$ cat config.mk
export PLATFORM = sky130hd
export DESIGN_NAME = cla_adder_pipe
export DESIGN_NICKNAME = d
export VERILOG_FILES = /design/src/rtl/cla_adder_pipe.sv
export SDC_FILE = /design/constraint.sdc
export NUM_CORES = 1
export LEC_CHECK = 0
export CAP_MARGIN = 40
export CELL_PAD_IN_SITES_DETAIL_PLACEMENT = 1
export CELL_PAD_IN_SITES_GLOBAL_PLACEMENT = 1
export CORE_MARGIN = 5
export CORE_UTILIZATION = 43
export CTS_CLUSTER_SIZE = 40
export DETAILED_ROUTE_END_ITERATION = 16
export GPL_ROUTABILITY_DRIVEN = 0
export PLACE_DENSITY_LB_ADDON = 0.1
export SLEW_MARGIN = 25
export SYNTH_ARGS = -nofsm -noshare
export SYNTH_HDL_FRONTEND = slang
export SYNTH_SLANG_ARGS = --single-unit
$ cat constraint.sdc
create_clock -name i_clk -period 3.4 [get_ports i_clk]
set_input_delay 0.34 -clock i_clk [delete_from_list [all_inputs] [get_ports i_clk]]
set_output_delay 0.34 -clock i_clk [all_outputs]
set_load 0.005 [all_outputs]
$ cat src/rtl/cla_adder_pipe.sv
// cla_adder_pipe: pipelined carry-lookahead adder/subtractor with valid/ready flow control.
// Each stage resolves STG_GRP lookahead groups of GRP bits; the carry between stages is registered.
// Optional build macro CLA_ADDER_PIPE_SAT_EN: saturate o_s to the signed limit on overflow.

module cla_adder_slice #(
    parameter int GRP = 4,
    parameter int NG  = 2
) (
    input  logic [GRP*NG-1:0] i_a,
    input  logic [GRP*NG-1:0] i_b,
    input  logic              i_cin,
    output logic [GRP*NG-1:0] o_s,
    output logic              o_cout,
    output logic              o_cmsb
);
    localparam int W = GRP*NG;

    logic [W-1:0] w_p;
    logic [W-1:0] w_g;
    logic [W:0]   w_cb;

    assign w_p = i_a ^ i_b;
    assign w_g = i_a & i_b;

    // Carry into every bit: two-level lookahead inside a group, group carry-outs chained
    always_comb begin
        logic gc;
        logic c;
        logic t;
        w_cb    = '0;
        w_cb[0] = i_cin;
        gc      = i_cin;
        c       = 1'b0;
        t       = 1'b0;
        for (int gi = 0; gi < NG; gi++) begin
            for (int j = 1; j <= GRP; j++) begin
                c = gc;
                for (int k = 0; k < j; k++) c = c & w_p[gi*GRP+k];
                for (int k = 0; k < j; k++) begin
                    t = w_g[gi*GRP+k];
                    for (int m = k + 1; m < j; m++) t = t & w_p[gi*GRP+m];
                    c = c | t;
                end
                w_cb[gi*GRP+j] = c;
            end
            gc = c;
        end
    end

    assign o_s    = w_p ^ w_cb[W-1:0];
    assign o_cout = w_cb[W];
    assign o_cmsb = w_cb[W-1];
endmodule

module cla_adder_pipe #(
    parameter int WIDTH   = 32,
    parameter int GRP     = 4,
    parameter int STG_GRP = 2
) (
    input  logic             i_clk,
    input  logic             i_rstn,
    input  logic [WIDTH-1:0] i_a,
    input  logic [WIDTH-1:0] i_b,
    input  logic             i_c,
    input  logic             i_sub,
    input  logic             i_vld,
    output logic             o_rdy,
    output logic [WIDTH-1:0] o_s,
    output logic             o_c,
    output logic             o_ovf,
    output logic             o_vld,
    input  logic             i_rdy
);
    localparam int SW   = GRP*STG_GRP;
    localparam int NSTG = WIDTH/SW;

    // a/b travel forward for the upper slices, s accumulates finished slices,
    // c is the carry out of the highest slice done so far, cm the carry into that bit
    typedef struct packed {
        logic [WIDTH-1:0] a;
        logic [WIDTH-1:0] b;
        logic [WIDTH-1:0] s;
        logic             c;
        logic             cm;
    } stg_t;

    stg_t            r_stg [NSTG];
    stg_t            w_nxt [NSTG];
    logic [NSTG-1:0] r_vld;
    logic            w_stall;
    logic            w_acc;
    logic [WIDTH-1:0] w_beff;
    logic            w_cin;

    assign w_beff  = i_sub ? ~i_b : i_b;
    assign w_cin   = i_sub ? 1'b1 : i_c;
    assign w_stall = r_vld[NSTG-1] & ~i_rdy;
    assign o_rdy   = ~w_stall;
    assign w_acc   = i_vld & ~w_stall;

    for (genvar k = 0; k < NSTG; k++) begin : g_stg
        logic [WIDTH-1:0] w_a;
        logic [WIDTH-1:0] w_b;
        logic [WIDTH-1:0] w_sin;
        logic             w_ci;
        logic [SW-1:0]    w_s;
        logic             w_co;
        logic             w_cm;
        logic [WIDTH-1:0] w_sm;

        if (k == 0) begin : g_first
            assign w_a   = i_a;
            assign w_b   = w_beff;
            assign w_sin = '0;
            assign w_ci  = w_cin;
        end else begin : g_rest
            assign w_a   = r_stg[k-1].a;
            assign w_b   = r_stg[k-1].b;
            assign w_sin = r_stg[k-1].s;
            assign w_ci  = r_stg[k-1].c;
        end

        cla_adder_slice #(.GRP(GRP), .NG(STG_GRP)) u_slice (
            .i_a    (w_a[k*SW +: SW]),
            .i_b    (w_b[k*SW +: SW]),
            .i_cin  (w_ci),
            .o_s    (w_s),
            .o_cout (w_co),
            .o_cmsb (w_cm)
        );

        // Merge this stage's sum slice into the lower slices carried from upstream
        always_comb begin
            w_sm               = w_sin;
            w_sm[k*SW +: SW]   = w_s;
        end

        assign w_nxt[k] = {w_a, w_b, w_sm, w_co, w_cm};
    end

    // Stage registers and valid shift; the whole pipe freezes while the output is stalled
    always_ff @(posedge i_clk or negedge i_rstn) begin
        if (!i_rstn) begin
            for (int k = 0; k < NSTG; k++) r_stg[k] <= '0;
            r_vld <= '0;
        end else if (!w_stall) begin
            for (int k = 0; k < NSTG; k++) r_stg[k] <= w_nxt[k];
            r_vld[0] <= w_acc;
            for (int k = 1; k < NSTG; k++) r_vld[k] <= r_vld[k-1];
        end
    end

    assign o_vld = r_vld[NSTG-1];
    assign o_c   = r_stg[NSTG-1].c;
    assign o_ovf = r_stg[NSTG-1].c ^ r_stg[NSTG-1].cm;

`ifdef CLA_ADDER_PIPE_SAT_EN
    // Clamp toward the sign of A; carry and overflow flags still describe the raw sum
    assign o_s = o_ovf ? (r_stg[NSTG-1].a[WIDTH-1] ? {1'b1, {(WIDTH-1){1'b0}}}
                                                   : {1'b0, {(WIDTH-1){1'b1}}})
                       : r_stg[NSTG-1].s;
`else
    assign o_s = r_stg[NSTG-1].s;
`endif
endmodule

==> qor.log <==
qor: clock_tree.cts_buffer_depth 2
qor: yosys.postSynthCellCount 925
qor: power.clkPwrFrac 21.9%
qor: sta.report.final.setup_viol 0
qor: floorplanning.dieArea 23,090 um2
qor: worst_setup_path.critical_path_peak_fanout 3
qor: power.power.density_cell_area 887.3 nW/um2
qor: yosys.yosys.area.top_type_share 53.43%
qor: sta.fmax 381.9 MHz
qor: clock_tree.cts_root_buffer sky130_fd_sc_hd__clkbuf_16
qor: yosys.synthDominantAreaCellType sky130_fd_sc_hd__dfrtp_1
qor: sta.slew-limit-headroom 38.38%
qor: clock_tree.clkLatencyLatePin 0.43 ns
qor: worst_setup_path.critPathArrivalTime 2.93 ns
qor: yosys.async_reset_ff_share 100.0%
qor: sta.finClkSkew 0.009598 ns
qor: routing.detail_route.iter0.violations 243
qor: worst_setup_path.timing.critical_path.slowest_stage_cell sky130_fd_sc_hd__clkdlybuf4s50_1
qor: sta.totalNegativeSetupSlack 0 ns
qor: place.port-buffer-count 105
qor: layout.diodes 0
qor: yosys.seq_area_frac_synth 53.43%
qor: routing.postRouteWirelength 18,120 um
qor: routing.drcViolationCount 0
qor: clock_tree.cts-buffers-inserted 17
qor: clock_tree.cts_htree_levels 4
qor: floorplanning.ios 106
qor: sta.setup_slack 0.7815 ns
qor: global_routing.global_route_wire_length_before_repair 31,660 um
qor: yosys.synthesis.area_per_instance 9.367 um2
qor: floorplanning.core_region_area 20,040 um2
qor: yosys.library_cells_used_by_synthesis 35
qor: yosys.area_of_the_mapped_netlist 8665 um2
qor: clock_tree.tritoncts_clock_tree built
qor: worst_setup_path.critical_path_buffers_and_inverters 1
qor: yosys.mappedNetlistNets 1,043
qor: floorplanning.floorplan.initialDensity 43.24%
qor: global_routing.grt_util_all_layers 16.41%
qor: global_routing.grt_max_degree 206
qor: layout.layout.core_utilization 51.12%
qor: routing.drt-wirelength-per-cell 14.35 um
qor: power.p_seq_share 41.5%
qor: power.internal-power 5.907 mW
qor: routing.route.antenna.remaining_nets 0
qor: yosys.post_synth_main_area_contributors sky130_fd_sc_hd__dfrtp_1, sky130_fd_sc_hd__nand2_1, sky130_fd_sc_hd__ha_1, sky130_fd_sc_hd__buf_4, sky130_fd_sc_hd__xnor2_1
qor: flow_run.cap_viol_max_count 0
qor: floorplanning.num_rows 52
qor: place.dp_worst_setup_slack 0.3333 ns
qor: layout.fin_nets 1,099
qor: sta.worst_slew_pin_slew 0.9243 ns
qor: layout.share_of_final_layout_standard_cells_stronger_than_drive_strength_1 4.834%
qor: global_routing.first_global_vias 6,285
qor: worst_setup_path.critical_path_cell_by_cell clkdlybuf4s50_1 -> xor2_1 -> ha_1 -> ha_1 -> o211ai_1 -> nand2_1 -> a21o_1 -> ha_1 -> o211a_1 -> o21a_1 -> o31a_1
qor: global_routing.grt.overflow.total 0
qor: sta.finalHoldWorstSlack 0.4369 ns
qor: yosys.cell_with_the_most_instances_after_synthesis sky130_fd_sc_hd__nand2_1
qor: clock_tree.cts_resized 0
qor: sta.layout_min_cycle_time 2.618 ns
qor: power.power.combinational.fraction 36.6%
qor: sta.fin_crit_sh 77.01%
qor: power.static_leakage 5.054 nW
qor: worst_setup_path.startpoint_type input pin
qor: min_path.worstHoldPathType input pin to register
qor: yosys.postSynth.topFlopCell sky130_fd_sc_hd__dfrtp_1
qor: yosys.ys_top_cells_by_count sky130_fd_sc_hd__nand2_1, sky130_fd_sc_hd__dfrtp_1, sky130_fd_sc_hd__buf_4
qor: layout.syn_to_final_growth 18.24%
qor: power.power_switching_share 35.02%
qor: routing.detail_route.first_pass.iterations 4
qor: sta.max_transition_viols_final 0
qor: worst_setup_path.crit_end_element register
qor: worst_setup_path.critical-path-max-stage-delay 0.47 ns
qor: worst_setup_path.critical_path.top_delay_family compound AO/OA/AOI/OAI gates
qor: sta.hold_viol 0
qor: power.power.total 9.090 mW
qor: routing.route.vias.total 5,983
qor: layout.final.fill_count 2,325
qor: global_routing.antenna_found_initial 0
qor: yosys.synth_warnings 0
qor: clock_tree.tritoncts_num_sinks 185
qor: floorplanning.die_h 152.0 um
qor: worst_setup_path.cp.required 3.71 ns
qor: clock_tree.worst_setup_hold_path_clk_slew 0.07 ns
qor: power.power.net_switching 3.184 mW
qor: power.vdd_drop_max 0.3525 mV
qor: yosys.synth_seq_cells 185
qor: worst_setup_path.path_class input pin to register
qor: yosys.synth-edff-count 0
qor: worst_setup_path.crit_path_frequent_cell sky130_fd_sc_hd__ha_1
qor: routing.post_drt_via_cell_ratio 4.737
qor: sta.rsz_0062_raised_after_global_routing no
qor: place.hpwlAfterDp 11,850 um
qor: outcome.status finished, final reports clean
qor: floorplanning.chipWidth 152.0 um
[per-layer routing]
| layer | global-route usage (%) | vias to the layer above | share of wire, % |
|---|---|---|---|
| met5 | 0 | - | 0 |
| met3 | 4.437 | 15 | 3.8 |
| met4 | 3.767 | 0 | 0.96 |
| met1 | 23.94 | 2863 | 51 |
| met2 | 24.62 | 90 | 45 |
| li1 | - | 3015 | - |
[metrics by stage]
stage | instances | instance area (um2)
6_report | 1263 | 10240
3_5_place_dp | 1231 | 9647
4_1_cts | 1263 | 10240
5_1_grt | 1263 | 10240
2_1_floorplan | 925 | 8665
3_3_place_gp | 1231 | 9647
[cells in the final DEF, fill, tap and decap left out, types with 3 or more instances in the layout]
cell / Yosys / routed
sky130_fd_sc_hd__clkbuf_8: 0 / 4
sky130_fd_sc_hd__dfrtp_1: 185 / 185
sky130_fd_sc_hd__o31ai_1: 10 / 10
sky130_fd_sc_hd__nor3_1: 11 / 11
sky130_fd_sc_hd__ha_1: 40 / 40
sky130_fd_sc_hd__clkbuf_16: 0 / 17
sky130_fd_sc_hd__buf_4: 45 / 6
sky130_fd_sc_hd__xor2_1: 15 / 15
sky130_fd_sc_hd__o211ai_1: 4 / 4
sky130_fd_sc_hd__a21o_1: 8 / 8
sky130_fd_sc_hd__fa_1: 8 / 8
sky130_fd_sc_hd__nor2_1: 18 / 18
sky130_fd_sc_hd__and2_1: 3 / 3
sky130_fd_sc_hd__xnor2_1: 26 / 26
sky130_fd_sc_hd__and4b_1: 3 / 3
sky130_fd_sc_hd__clkinvlp_4: 0 / 3
sky130_fd_sc_hd__inv_1: 15 / 15
sky130_fd_sc_hd__a21oi_1: 15 / 15
sky130_fd_sc_hd__o211a_1: 4 / 4
sky130_fd_sc_hd__clkdlybuf4s50_1: 0 / 103
sky130_fd_sc_hd__nand2_1: 410 / 410
sky130_fd_sc_hd__o21a_1: 18 / 18
sky130_fd_sc_hd__o21ai_0: 34 / 34
[layout make-up]
| class | count | area [um2] | area share, % |
|---|---|---|---|
| multi-input cells | 647 | 3482 | 33.99 |
| clock buffers | 22 | 474.2 | 4.629 |
| inverters | 16 | 62.56 | 0.6107 |
| repair buffers | 114 | 1145 | 11.17 |
| clock inverters | 9 | 113.9 | 1.111 |
| well taps | 270 | 337.8 | 3.298 |
| flip-flops and latches | 185 | 4629 | 45.19 |
[cell families after synthesis]
logic type               count (synthesis)  synth area share, %
AO/OA/AOI/OAI                          103                7.798
buffers and inverters                   93                6.469
adder cells (fa/ha/maj)                 48                7.625
XOR/XNOR                                41                4.144
AND/OR/NAND/NOR                        455                20.53
flip-flops                             185                53.43
[power by group through the flow]
stage               Combinational [mW]  Clock, mW  Sequential [mW]
CTS                               3.42       2.06             3.78
floorplan                         2.56          0             3.62
global route                      3.87       2.16             3.89
global placement                  3.26          0             3.78
finish                            3.33       1.99             3.77
detailed placement                3.38          0             3.81
[registers in the layout (all words and copies together) (netlist names)]
register and count:
g_stg.w_a 48, g_stg.w_b 48, g_stg.w_sin 48, o_s 32
r_vld 4, g_stg.w_ci 3, o_c 1, r_stg 1
[worst reg2reg max path: stages (launching register included)]
cell	delay, ns
sky130_fd_sc_hd__dfrtp_1	0.39
sky130_fd_sc_hd__ha_1	0.31
sky130_fd_sc_hd__ha_1	0.21
sky130_fd_sc_hd__o211ai_1	0.25
sky130_fd_sc_hd__nand2_1	0.13
sky130_fd_sc_hd__a21o_1	0.25
sky130_fd_sc_hd__ha_1	0.21
sky130_fd_sc_hd__o211a_1	0.24
sky130_fd_sc_hd__o21a_1	0.22
sky130_fd_sc_hd__o31ai_1	0.26
[final timing paths]
kind	from	endpoint	slack [ns]	cells after the start
worst max register to register	g_stg[3].w_b[24]	o_s[31]	0.82	9
max in group asynchronous	i_rstn	g_stg[1].w_b[14]	1.93	3
worst min-delay path	i_a[29]	g_stg[1].w_a[29]	0.44	3
worst max-delay path	i_b[0]	g_stg[1].w_ci	0.78	11
worst min register to register	o_s[20]	o_s[20]	0.46	2
min in group asynchronous	i_rstn	o_s[7]	0.49	2
[repair_timing]
action                    4_1_cts  5_1_grt
hold endpoints to repair       77        0
hold buffers                    1        0
buffers inserted                0        0
Note: power is estimated with default switching activity, not from simulation.
